File: config.mk
export PLATFORM = sky130hd
export DESIGN_NAME = snes_vga_colour_latch
export DESIGN_NICKNAME = d
export VERILOG_FILES = /design/src/rtl/snes_vga_colour_latch_pkg.sv /design/src/rtl/snes_vga_colour_latch_btn_debounce.sv /design/src/rtl/snes_vga_colour_latch.sv
export SDC_FILE = /design/constraint.sdc
export NUM_CORES = 1
export LEC_CHECK = 0
export ABC_AREA = 1
export ABC_CLOCK_PERIOD_IN_PS = 3000
export BUFFER_PORTS_ARGS = -buffer_cell sky130_fd_sc_hd__buf_2
export CAP_MARGIN = 5
export CORE_ASPECT_RATIO = 0.9
export CORE_UTILIZATION = 64
export CTS_CLUSTER_SIZE = 8
export DETAILED_ROUTE_END_ITERATION = 7
export PLACE_DENSITY_LB_ADDON = 0.05
export SLEW_MARGIN = 5
export SYNTH_ARGS = -nofsm -noshare
export SYNTH_HDL_FRONTEND = slang
export SYNTH_HIERARCHICAL = 1
export SYNTH_SLANG_ARGS = --single-unit
export TNS_END_PERCENT = 1
File: constraint.sdc
create_clock -name clk -period 3 [get_ports clk]
set_input_delay 0.6 -clock clk [delete_from_list [all_inputs] [get_ports clk]]
set_output_delay 0.6 -clock clk [all_outputs]
set_load 0.01 [all_outputs]
File: src/rtl/snes_vga_colour_latch_pkg.sv
// rtl/snes_vga_colour_latch_pkg.sv - shared types, button indices and default palette for the SNES colour latch
package snes_vga_pkg;

  localparam int SNES_COLOR_W = 4;
  localparam int SNES_N_BTN   = 6;

  // One palette entry, red in the most significant channel
  typedef struct packed {
    logic [SNES_COLOR_W-1:0] r;
    logic [SNES_COLOR_W-1:0] g;
    logic [SNES_COLOR_W-1:0] b;
  } rgb_t;

  localparam int BTN_SELECT = 0;
  localparam int BTN_START  = 1;
  localparam int BTN_A      = 2;
  localparam int BTN_B      = 3;
  localparam int BTN_X      = 4;
  localparam int BTN_Y      = 5;

  localparam rgb_t RGB_SELECT = rgb_t'(12'h000);
  localparam rgb_t RGB_START  = rgb_t'(12'hFFF);
  localparam rgb_t RGB_A      = rgb_t'(12'h0FF);
  localparam rgb_t RGB_B      = rgb_t'(12'h00F);
  localparam rgb_t RGB_X      = rgb_t'(12'h0F0);
  localparam rgb_t RGB_Y      = rgb_t'(12'hFF0);

  // Entry i sits at bits [i*12 +: 12], so Select occupies the least significant slot
  localparam logic [SNES_N_BTN*3*SNES_COLOR_W-1:0] DEFAULT_PALETTE =
    {RGB_Y, RGB_X, RGB_B, RGB_A, RGB_START, RGB_SELECT};

endpackage

File: src/rtl/snes_vga_colour_latch_btn_debounce.sv
// rtl/snes_vga_colour_latch_btn_debounce.sv - one button: 2-flop synchroniser, stability counter, debounced level
module snes_btn_debounce import snes_vga_pkg::*; #(
  parameter int DB_CYCLES = 500000
) (
  input  logic clk,
  input  logic rst_n,
  input  logic i_btn_n,
  output logic o_stable
);

  localparam int CNT_W = $clog2(DB_CYCLES);

  logic             r_s1;
  logic             r_s2;
  logic             r_stable;
  logic [CNT_W-1:0] r_cnt;

  // Bring the asynchronous active-low button into the clock domain as active-high
  always_ff @(posedge clk or negedge rst_n) begin
    if (!rst_n) begin
      r_s1 <= 1'b0;
      r_s2 <= 1'b0;
    end else begin
      r_s1 <= ~i_btn_n;
      r_s2 <= r_s1;
    end
  end

  // Accept a new level only after DB_CYCLES consecutive differing samples
  always_ff @(posedge clk or negedge rst_n) begin
    if (!rst_n) begin
      r_cnt    <= '0;
      r_stable <= 1'b0;
    end else if (r_s2 == r_stable) begin
      r_cnt <= '0;
    end else if (r_cnt == CNT_W'(DB_CYCLES - 1)) begin
      r_stable <= r_s2;
      r_cnt    <= '0;
    end else begin
      r_cnt <= r_cnt + 1'b1;
    end
  end

  assign o_stable = r_stable;

endmodule

File: src/rtl/snes_vga_colour_latch.sv
// rtl/snes_vga_colour_latch.sv - debounced SNES buttons to latched VGA colour; optional idle fade under SNES_COLOUR_FADE_EN
module snes_vga_colour_latch import snes_vga_pkg::*; #(
  parameter int N_BTN       = 6,
  parameter int COLOR_W     = 4,
  parameter int DB_CYCLES   = 500000,
  parameter logic [N_BTN*3*COLOR_W-1:0] PALETTE = DEFAULT_PALETTE,
  parameter int IDLE_CYCLES = 25000000,
  parameter int FADE_STEP   = 1000000
) (
  input  logic                     clk,
  input  logic                     rst_n,
  input  logic [N_BTN-1:0]         btn_n,
  output logic [COLOR_W-1:0]       red,
  output logic [COLOR_W-1:0]       green,
  output logic [COLOR_W-1:0]       blue,
  output logic [N_BTN-1:0]         btn_pressed,
  output logic [$clog2(N_BTN)-1:0] active_idx,
  output logic                     press_pulse
);

  localparam int IDX_W = $clog2(N_BTN);
  localparam int RGB_W = 3 * COLOR_W;

  logic [N_BTN-1:0] w_stable;
  logic             w_any;
  logic [IDX_W-1:0] w_winner;
  logic [RGB_W-1:0] w_rgb;

  logic [RGB_W-1:0] r_rgb;
  logic [IDX_W-1:0] r_idx;
  logic             r_pulse;

  for (genvar gi = 0; gi < N_BTN; gi++) begin : g_btn
    snes_btn_debounce #(
      .DB_CYCLES (DB_CYCLES)
    ) u_db (
      .clk      (clk),
      .rst_n    (rst_n),
      .i_btn_n  (btn_n[gi]),
      .o_stable (w_stable[gi])
    );
  end

  // Fixed-priority encoder: scanning downward leaves the lowest pressed index
  always_comb begin
    w_winner = '0;
    for (int i = N_BTN - 1; i >= 0; i--) begin
      if (w_stable[i]) w_winner = IDX_W'(i);
    end
  end

  assign w_any = |w_stable;
  assign w_rgb = PALETTE[w_winner*RGB_W +: RGB_W];

`ifdef SNES_COLOUR_FADE_EN
  localparam int IDLE_W = $clog2(IDLE_CYCLES + 1);
  localparam int PRE_W  = (FADE_STEP > 1) ? $clog2(FADE_STEP) : 1;

  logic [IDLE_W-1:0] r_idle;
  logic [PRE_W-1:0]  r_pre;
  logic              w_idle_sat;
  logic              w_fade_tick;
  logic [RGB_W-1:0]  w_faded;

  assign w_idle_sat  = (r_idle == IDLE_W'(IDLE_CYCLES));
  assign w_fade_tick = w_idle_sat && (r_pre == PRE_W'(FADE_STEP - 1));

  // Idle timer saturates, then the prescaler paces one-LSB fade steps; any press restarts both
  always_ff @(posedge clk or negedge rst_n) begin
    if (!rst_n) begin
      r_idle <= '0;
      r_pre  <= '0;
    end else if (w_any) begin
      r_idle <= '0;
      r_pre  <= '0;
    end else if (!w_idle_sat) begin
      r_idle <= r_idle + 1'b1;
    end else if (w_fade_tick) begin
      r_pre <= '0;
    end else begin
      r_pre <= r_pre + 1'b1;
    end
  end

  // Each channel drops by one but never below zero
  always_comb begin
    w_faded = r_rgb;
    for (int c = 0; c < 3; c++) begin
      if (r_rgb[c*COLOR_W +: COLOR_W] != '0)
        w_faded[c*COLOR_W +: COLOR_W] = r_rgb[c*COLOR_W +: COLOR_W] - 1'b1;
    end
  end
`else
  // Fade timing parameters are accepted for interface compatibility but unused in this build
  if (IDLE_CYCLES < 1 || FADE_STEP < 1) begin : g_fade_cfg_unused
  end
`endif

  // Latch the winning colour; strobe only when index or colour actually changes
  always_ff @(posedge clk or negedge rst_n) begin
    if (!rst_n) begin
      r_rgb   <= '0;
      r_idx   <= '0;
      r_pulse <= 1'b0;
    end else begin
      r_pulse <= 1'b0;
      if (w_any) begin
        r_rgb   <= w_rgb;
        r_idx   <= w_winner;
        r_pulse <= (w_winner != r_idx) || (w_rgb != r_rgb);
      end
`ifdef SNES_COLOUR_FADE_EN
      else if (w_fade_tick) begin
        r_rgb <= w_faded;
      end
`endif
    end
  end

  assign red         = r_rgb[3*COLOR_W-1 -: COLOR_W];
  assign green       = r_rgb[2*COLOR_W-1 -: COLOR_W];
  assign blue        = r_rgb[COLOR_W-1 -: COLOR_W];
  assign btn_pressed = w_stable;
  assign active_idx  = r_idx;
  assign press_pulse = r_pulse;

endmodule

; ---- Word-level counts from Yosys, hierarchy flattened
; Cells that the tools add are included.
[word_totals]
word_cells = 88
in_bits = 8
register_bits = 148
output_inout_bits = 22
[op_classes]
bitwise = 12
eq_ne = 14
n_mul = 1
addsub = 6
n_reduce_logical = 8
mux = 19
n_shift = 1
[op_table]
columns = op, count
row1 = $mux W19, 12
row2 = $add A19 B1 Y19 const B, 6
row3 = $eq A19 B19 Y1 const B, 6
row4 = $shiftx A72 B8 Y12 const A, 1
row5 = $mux W3, 6
row6 = $ne A12 B12 Y1, 1
row7 = $not A1 Y1, 12
row8 = $reduce_and A2 Y1, 6
row9 = $eq A1 B1 Y1, 6
row10 = $reduce_or A6 Y1, 1
row11 = $mul A3 B2 Y5 const B, 1
row12 = $ne A3 B3 Y1, 1
row13 = $logic_or A1 B1 Y1, 1
row14 = $mux W1, 1

; ---- Logic depth before layout (Yosys ltp)
[logic_depth]
depth_word = 11
ltp_mapped = 16
mapped_depth_nobuf = 16

; ---- Hierarchy
; Netlist, hierarchy kept.
[by_module_without_submodules]
columns = mod, area_each_um2, cells_each, instances, seq_area_each_um2
row1 = snes_btn_debounce (g_btn[0].u_db ...), 1194.9, 148, 5, 550.5
row2 = snes_btn_debounce (g_btn[2].u_db), 1208.7, 147, 1, 550.5
row3 = snes_vga_colour_latch, 544.3, 74, 1, 175.2

; ---- Worst setup path after synthesis
; No wires, ideal clock.
[synth_timing]
path_kind = register -> register
startpoint = register g_btn[3].u_db.r_stable
endpoint = register r_pulse (netlist: press_pulse)
t_required_ns = 2.879
setup_ns = 0.121
stages_incl_launch_ff = 15
path_slack_ns = 1.298
t_arrival_ns = 1.582
n_path_buf = 0
period_less_slack_ns = 1.702
cell_sequence = dfrtp_1 > inv_1 > nand2_1 > nand2_1 > nand2_1 > nand2_1 > ha_1 > inv_1 > nor2_1 > nor2_1 > nand3_1 > nand2_1 > nand2_1 > nor2_1 > nor2_1
[synth_between]
elab_chain_cells = 9
elab_cells_between_ends = 11
classes_between = mul: 1 / eq/ne: 2 / shift: 1 / mux: 5 / reduce/logical: 2
[synth_lines]
columns = item, line
row1 = from (decl), snes_vga_colour_latch_btn_debounce.sv:15  ; logic r_stable;
row2 = from (signal assigned), snes_vga_colour_latch_btn_debounce.sv:37  ; r_stable <= r_s2;
row3 = $mux W3 (4 in series), snes_vga_colour_latch.sv:48  ; if (w_stable[i]) w_winner = IDX_W'(i);
row4 = $mul A3 B2 Y5, snes_vga_colour_latch.sv:53  ; assign w_rgb = PALETTE[w_winner*RGB_W +: RGB_W];
row5 = $shiftx A72 B8 Y12, snes_vga_colour_latch.sv:53
row6 = $ne A12 B12 Y1, snes_vga_colour_latch.sv:110  ; r_pulse <= (w_winner != r_idx) || (w_rgb != r_rgb);
row7 = $logic_or A1 B1 Y1, snes_vga_colour_latch.sv:110
row8 = $mux W1 *, snes_vga_colour_latch.sv:107  ; if (w_any) begin
row9 = to (signal assigned), snes_vga_colour_latch.sv:110
row10 = to (decl), snes_vga_colour_latch.sv:31  ; logic r_pulse;
; Mark *: on every way between the ends. The rest lies on a longest branch, timed or not.
; A chain may end at the register's enable or synchronous reset.

; ---- Worst setup path in the final report
[layout_timing]
startpoint = register g_btn[4].u_db.r_stable
endpoint = register r_pulse (netlist: press_pulse)
[layout_between]
elab_chain_cells = 10
elab_cells_between_ends = 12
classes_between = mul: 1 / eq/ne: 2 / shift: 1 / mux: 6 / reduce/logical: 2
[layout_lines]
columns = item, line
row1 = from (decl), snes_vga_colour_latch_btn_debounce.sv:15
row2 = from (signal assigned), snes_vga_colour_latch_btn_debounce.sv:37
row3 = $mux W3 (5 in series), snes_vga_colour_latch.sv:48
row4 = $mul A3 B2 Y5, snes_vga_colour_latch.sv:53
row5 = $shiftx A72 B8 Y12, snes_vga_colour_latch.sv:53
row6 = $ne A12 B12 Y1, snes_vga_colour_latch.sv:110
row7 = $logic_or A1 B1 Y1, snes_vga_colour_latch.sv:110
row8 = $mux W1 *, snes_vga_colour_latch.sv:107
; Marked as above.

==> impl_metrics.ini <==
[cts]
cts-buffers-inserted = 17
clock_insertion_delay_worst_skew_ps = 420
clk_transition_reported_paths_ps = 60
root_buffer = sky130_fd_sc_hd__clkbuf_16
cts_post_setup_buffers_inserted = 0
clock-sinks = 139
ctsHoldBuffers = 0
tritoncts = done
cts_repair_resize_count = 0
clock_path_buffers = 2
htree_num_levels = 4

[timing]
layout_setup_ws_ps = 1200
totalNegativeSetupSlack_ps = 0
worst_pin_slew_ps = 659
final.setup_skew_ps = 5.92
rsz0062_at_grt = no
max_freq_mhz = 555
period_share = 0.601
period_needed_ps = 1800
final_hold_violating_endpoints = 0
finalHoldWorstSlack_ps = 196
maxSlewViolCount = 0
max_slew_margin_vs_limit = 0.561
setup_viol = 0

[global_routing]
pin_count_of_the_biggest_net_entering_global_routing = 72
grt_usage = 0.267
grt_overflow = 0
global_route_wire_length_before_repair_um = 26400
grt_antenna_before_repair = 0
first_global_vias = 5840

[cells_and_area]
finalInstanceArea_um2 = 8630
sequential_cell_area_um2 = 3480
multiInputGateArea_um2 = 3680
count_of_nets_after_finishing = 1018
final_core_utilization = 0.745
antenna-diode-count = 0
flow.area_growth_from_synthesis_pct = 11.6
final_layout_size_suffix_gt1_frac = 0.180
layout.cells.non_filler = 1169
layout_filler_cell_count = 861

[place]
port_buffers = 29
placed_cells_incl_taps = 1139
hpwlAfterDp_um = 10800
post-place-ws_ps = 1190
routabilityCongestion = 0.863
place_area_um2 = 8030

[power]
total_leakage_power_nw = 3.88
peakVddDrop_uv = 463
cellPowerDensity_nw_per_um2 = 482
pnr_total_power_mw = 4.16

[worst_setup_path]
worst-setup-path-type = reg2reg
critical_path_start_type = flip-flop
endpoint_kind = flip-flop
crit_fanout = 4
data_required_time_of_the_worst_path_ps = 3300
worst-r2r-cell-count = 15
data_arrival_time_at_the_worst_slack_endpoint_ps = 2110
setup.reg_to_reg.worst_slack_ps = 1200

[run]
max_cap_violations = 0

[drt]
drt_pass1_iterations = 5
routed-via-count = 6050
routedWlPerCell_um = 12.9
route.antenna.remaining_nets = 0
remaining_drc_errors = 0
drt-total-wl_um = 15100
mean_number_of_vias_per_cell = 5.18
drt_iter0_drc = 457

[logic_synthesis]
post_synthesis_cell_area_um2 = 7730
ys_ff_latch = 139
synth_area_per_cell_um2 = 8.04
yosys_warnings = 6
postSynthCellCount = 961
ys_seq_area_frac = 0.450
synth_fp_nets = 977
synth.distinct_cells = 26

[floorplan]
die_h_um = 106
top_level_ports = 30
die_area_um2 = 12500
initial_core_util = 0.668
placeableCoreArea_um2 = 11600
die_w_um = 118
rows = 37

[worst_hold_path]
hp-class = in2async

[run_status]
run_status = completed
[power breakdown]
part           total, mW  internal, mW  leakage (nW)  switching (mW)
clock network       2.10          1.36         0.285           0.742
logic              0.135        0.0362          1.70          0.0986
registers           1.92          1.90          1.90          0.0193
total               4.16          3.30          3.88           0.860
[worst max-delay path: stages, from the launching register on]
cell	delay [ps]
sky130_fd_sc_hd__dfrtp_1	430
sky130_fd_sc_hd__inv_2	70
sky130_fd_sc_hd__nand2_1	40
sky130_fd_sc_hd__nand2_1	60
sky130_fd_sc_hd__nand2_1	60
sky130_fd_sc_hd__nand2_1	70
sky130_fd_sc_hd__nand2_1	100
sky130_fd_sc_hd__ha_1	300
sky130_fd_sc_hd__inv_1	90
sky130_fd_sc_hd__nor2_1	50
sky130_fd_sc_hd__nor2_1	100
sky130_fd_sc_hd__nand3_1	70
sky130_fd_sc_hd__nand2_1	60
sky130_fd_sc_hd__nand2_1	50
sky130_fd_sc_hd__nor2_1	90
sky130_fd_sc_hd__nor2_1	40
[state kept, by name, indices dropped and copies added, names as in the netlist]
| name | count |
|---|---|
| active_idx | 3 |
| g_btn.u_db/o_stable | 6 |
| g_btn.u_db/r_cnt | 114 |
| g_btn.u_db/r_s1 | 6 |
| g_btn.u_db/r_s2 | 6 |
| press_pulse | 1 |
| r_rgb | 3 |
[worst paths after layout]
path,startpoint,endpoint
setup / recovery,g_btn[4].u_db/o_stable,press_pulse
hold / removal,rst_n,g_btn[4].u_db/r_cnt[10]
setup reg to reg,g_btn[4].u_db/o_stable,press_pulse
hold reg to reg,g_btn[0].u_db/r_s1,g_btn[0].u_db/r_s2
max in group asynchronous,rst_n,g_btn[3].u_db/r_cnt[1]
min in group clk,btn_n[4],g_btn[4].u_db/r_s1
[per-layer routing]
| metal | vias to the layer above | global-route usage | part of all wire |
|---|---|---|---|
| met5 | - | 0 | 0 |
| met4 | 0 | 0.0842 | 0.011 |
| met3 | 12 | 0.0617 | 0.043 |
| met2 | 110 | 0.421 | 0.46 |
| met1 | 2851 | 0.368 | 0.48 |
| li1 | 3077 | - | - |
[cell families (layout without fill, tap and decap cells)]
group                      count (synthesis)  in the layout  synth area share
AOI/OAI and AO/OA                         59             59            0.0406
xor gates and xnor gates                  56             56            0.0693
adders and majority gates                  8              8            0.0130
buffers and inverters                    142            194            0.0733
DFF                                      139            139             0.450
and+or+nand+nor                          557            557             0.354
[final cells by class]
type / instances / share of cell area
Timing Repair Buffer: 31 / 0.0207
Sequential cell: 139 / 0.403
Clock inverter: 7 / 0.0133
Tap cell: 156 / 0.0226
Clock buffer: 23 / 0.0554
Multi-Input combinational cell: 680 / 0.427
Inverter: 133 / 0.0579
[Yosys cell counts]
cell type                 instances  share of area
sky130_fd_sc_hd__inv_1          117          0.057
sky130_fd_sc_hd__nand3_1         74          0.048
sky130_fd_sc_hd__nand3_2          7         0.0091
sky130_fd_sc_hd__inv_2           16         0.0078
sky130_fd_sc_hd__o21ai_1         28          0.018
sky130_fd_sc_hd__buf_4            9         0.0087
sky130_fd_sc_hd__nand2_1        158          0.077
sky130_fd_sc_hd__o21ai_0          5         0.0032
sky130_fd_sc_hd__nor2_1         198          0.096
sky130_fd_sc_hd__a21oi_1         18          0.012
sky130_fd_sc_hd__ha_1             8          0.013
sky130_fd_sc_hd__nor2_2          25          0.020
sky130_fd_sc_hd__xor2_2           6          0.013
sky130_fd_sc_hd__nor3b_2         11          0.018
sky130_fd_sc_hd__nand4_1         12         0.0097
sky130_fd_sc_hd__o22ai_1          1        0.00081
sky130_fd_sc_hd__dfrtp_1        139           0.45
sky130_fd_sc_hd__nor3b_1          1        0.00097
sky130_fd_sc_hd__nand2_2         29          0.023
sky130_fd_sc_hd__o21a_1           6         0.0058
sky130_fd_sc_hd__nand2_4          7          0.010
sky130_fd_sc_hd__xor2_1          38          0.043
sky130_fd_sc_hd__nor2_4          23          0.034
sky130_fd_sc_hd__a22oi_1          1        0.00097
sky130_fd_sc_hd__xnor2_1         12          0.014
sky130_fd_sc_hd__nor3_1          12         0.0078
[layout by cell type, fill, tap and decap left out, drive strengths merged]
master / netlist / layout
a21oi: 18 / 18
a22oi: 1 / 1
buf: 9 / 31
bufinv: 0 / 3
clkbuf: 0 / 23
clkinv: 0 / 2
clkinvlp: 0 / 2
dfrtp: 139 / 139
ha: 8 / 8
inv: 133 / 133
nand2: 194 / 194
nand3: 81 / 81
nand4: 12 / 12
nor2: 246 / 246
nor3: 12 / 12
nor3b: 12 / 12
o21a: 6 / 6
o21ai: 33 / 33
o22ai: 1 / 1
xnor2: 12 / 12
xor2: 44 / 44
Note: power is estimated with default switching activity, not from simulation.
